$ cat src/rtl/moore.sv
// Moore FSM detecting the serial pattern 1-0-0-1 on `data`, overlapping matches allowed.
// `out` is a pure decode of the state register, so it lags the final sampled 1 by one edge.
module moore (
  input  logic data,
  input  logic clk,
  input  logic rst,
  output logic out
);

  typedef enum logic [2:0] {
    S0 = 3'd0,
    S1 = 3'd1,
    S2 = 3'd2,
    S3 = 3'd3,
    S4 = 3'd4
  } state_t;

  state_t state_q, state_d;

  always_ff @(posedge clk) begin
    if (!rst) state_q <= S0;
    else      state_q <= state_d;
  end

  // Each state names the longest suffix of the input that is still a prefix of 1001.
  always_comb begin
    state_d = S0;
    unique case (state_q)
      S0:      state_d = data ? S1 : S0;
      S1:      state_d = data ? S1 : S2;
      S2:      state_d = data ? S1 : S3;
      S3:      state_d = data ? S4 : S0;
      S4:      state_d = data ? S1 : S2;
      default: state_d = S0;
    endcase
  end

  assign out = (state_q == S4);

endmodule

$ cat config.mk
export PLATFORM = sky130hd
export DESIGN_NAME = moore
export DESIGN_NICKNAME = d
export VERILOG_FILES = /design/src/rtl/moore.sv
export SDC_FILE = /design/constraint.sdc
export NUM_CORES = 1
export LEC_CHECK = 0
export ABC_CLOCK_PERIOD_IN_PS = 1050
export CAP_MARGIN = 30
export CORE_AREA = 2 2 39 41
export CTS_CLUSTER_SIZE = 28
export DETAILED_ROUTE_END_ITERATION = 10
export DIE_AREA = 0 0 41 43
export PLACE_DENSITY = 0.3
export SKIP_LAST_GASP = 1
export SLEW_MARGIN = 20
export SYNTH_ARGS = -nofsm -noshare
export SYNTH_HDL_FRONTEND = slang
export SYNTH_SLANG_ARGS = --single-unit
$ cat constraint.sdc
create_clock -name clk -period 1.05 [get_ports clk]
set_input_delay 0.21 -clock clk [delete_from_list [all_inputs] [get_ports clk]]
set_output_delay 0.21 -clock clk [all_outputs]
set_load 0.02 [all_outputs]
==> summary.md <==
| Metric | Value |
|---|---|
| CTS clk-pin slew, worst paths | `40 ps` |
| Clock latency at the later pin of the worst-skew pair | `230 ps` |
| Via density | `around 3.2` |
| GRT Util Overall | `4.21%` |
| Core ar. | `0.00138 mm²` |
| Post-DP Area | `approximately 200 µm²` |
| Vias in the first global route | `133` |
| Biggest regs | `state_q: 3 flops` |
| Row count | `14` |
| Post-synth top area cell | `dfxtp_1` |
| RSZ-0062 raised after global routing | `true` |
| Setup crit end kind | `output port` |
| Antenna viol nets, final | `0` |
| Initial DRT Pass Iterations | `2` |
| Hold Fails Final Rpt | `0` |
| Actual slew at the worst max-slew pin | `192 ps` |
| Clock skew | `2.76 ps` |
| Worst Hold End | `state_q[2]` |
| WP data arrival | `about 880 ps` |
| Syn nets | `17` |
| Pwr Density | `1530 mW/mm²` |
| Max Cap Viol | `0` |
| Cells after synthesis | `14` |
| Final cell count without fillers | `40` |
| Syn Std Cell Area | `126 µm²` |
| # IOs | `4` |
| Place WS | `-264 ps` |
| Hold-critical path depth | `3` |
| Synth top cells by count | `3 x dfxtp_1, 2 x nor2_1` |
| RR Endpoint | `state_q[1]` |
| Top-count cell post-synth | `dfxtp_1` |
| Crit-path slowest cell | `dfxtp_2` |
| F_max | `just over 0.9 GHz` |
| Leak | `0.0978 nW` |
| WS Path Type | `reg2out` |
| Final Cell Area | `231 µm²` |
| Antenna violations before repair | `0` |
| First-pass GRT wire length | `441 µm` |
| Gpl congestion | `0.652` |
| Yosys cell types | `11` |
| Max FFs per register | `3` |
| Reg area | `between 60 and 70 µm²` |
| Root Buffer | `clkbuf_4` |
| WP buf/inv | `1` |
| Failing checks | `negative setup slack` |
| Fraction of registers with async set/reset | `0%` |
| Final core utilization | `between 15 and 20%` |
| Startpoint Class | `register` |
| R2R cell count | `4` |
| Hold Path Origin | `data` |
| Yosys warns | `0` |
| Sequential-to-total area share from yosys stat | `a little under half` |
| Final min period | `1090 ps` |
| Final setup violation count | `1` |
| Max_slew headroom | `87.1%` |
| Die width | `41 µm` |
| CP max FO | `2` |
| Share of cells above drive strength 1 | `45.8%` |
| Port bufs | `3` |
| Yosys reg bits | `3` |
| Synth top area share | `47.5%` |
| Wire per inst | `8.18 µm` |
| Total power | `355 µW` |
| Worst R2R Start | `state_q[2]` |
| Clk sink count | `3` |
| Avg Inst Size Synth | `~9.0 µm²` |
| Placed insts | `36` |
| EDFF count, synth | `0` |
| CTS tree | `yes` |
| Gr ovfl total | `0` |
| Worst EP required | `840 ps` |
| Post-CTS setup buffer count | `0` |
| Via count | `roughly 130` |
| Area Growth Syn to Fin | `83.2%` |
| Biggest register | `state_q` |
| Max incr delay on CP | `a little over 300 ps` |
| Synth Flop Type | `dfxtp_1` |
| Initial Util | `9.13%` |
| Reg-to-reg setup timing slack | `approximately 50 ps` |
| Final Cycle Share | `104%` |
| Maximum vdd ir drop | `0.315 mV` |
| Die area | `0.00176 mm²` |
| N_diodes | `0` |
| CTS Buf Count | `3` |
| Top cell family by delay on the critical path | `flip-flops` |
| Max H-tree Level | `1` |
| WHS | `585 ps` |
| Die Ht | `43 µm` |
| CP Cell Sequence | `nor3b_2 > buf_4` |
| Max-slew violations | `0` |
| Nets | `28` |
| Starting DRT DRC Count | `1` |
| Area of the multi-input gates | `67.6 µm²` |
| Drt drc | `0` |
| Bufs on Longest Clock Path | `2` |
| Outcome | `finished with violations` |
| Min-Delay Path Class | `in2reg` |
| Setup TNS | `-44.5 ps` |
| Largest net degree at the start of global routing | `6` |
| Top cells by area, synth | `dfxtp_1 48%, xnor2_1 6.9%, a211oi_1 5.9%` |
| Routed wire length | `327 µm` |
| Filler Cell Count | `161` |
| Worst setup margin | `-44.5 ps` |
routing by layer:
layer | vias up | GRT usage (%) | wire (µm)
li1 | 69 | - | -
met1 | 56 | 4.81 | 143
met5 | - | 0 | 0
met4 | 0 | 6.00 | 0
met3 | 0 | 1.57 | 33
met2 | 4 | 4.69 | 150
how the worst max path moves through the flow:
stage                    start   to  slack (ps)  cells after the start
CTS                 state_q[0]  out         -50                      2
detailed placement  state_q[1]  out        -260                      2
finish              state_q[1]  out         -40                      2
global route        state_q[2]  out         -90                      2
global placement    state_q[2]  out        -250                      2
floorplan           state_q[2]  out         150                      1
cells by family after synthesis:
family | share of synthesized area (%)
DFF | 47.5
buffers and inverters | 2.97
AOI/OAI and AO/OA | 16.8
and+or+nand+nor | 25.7
xor gates and xnor gates | 6.93
layout by cell type (no fill, tap or decap):
cell type        n
a211oi_1         1
o21a_1           1
nand3_1          1
clkbuf_1         1
nor2_1           2
clkdlybuf4s50_1  2
dfxtp_2          3
clkbuf_4         3
o22ai_1          1
nor3b_2          1
nand2b_1         1
xnor2_1          1
inv_1            1
buf_4            4
and3_1           1
report_power, final:
part           leakage (nW)  internal, mW  switching (mW)
Clock                0.0150         0.142          0.0562
Combinational        0.0571        0.0198          0.0138
Sequential           0.0258         0.120         0.00288
final cells by class:
class,count,share of cell area (%)
multi-input cells,10,29.2
flip-flops and latches,3,27.6
repair buffers,6,21.6
clock buffers,4,11.4
well taps,16,8.65
inverters,1,1.62
what timing repair did:
action	CTS	global route
pin swaps	1	1
endpoints found under the setup margin	1	1
hold buffers	0	0
gates resized for setup	7	1
tightest hold or removal path, delay by kind of cell:
family	cells	cell delay, ps
buf+inv	1	430
simple gates	2	140
No activity file was read; power rests on OpenSTA's default activity.
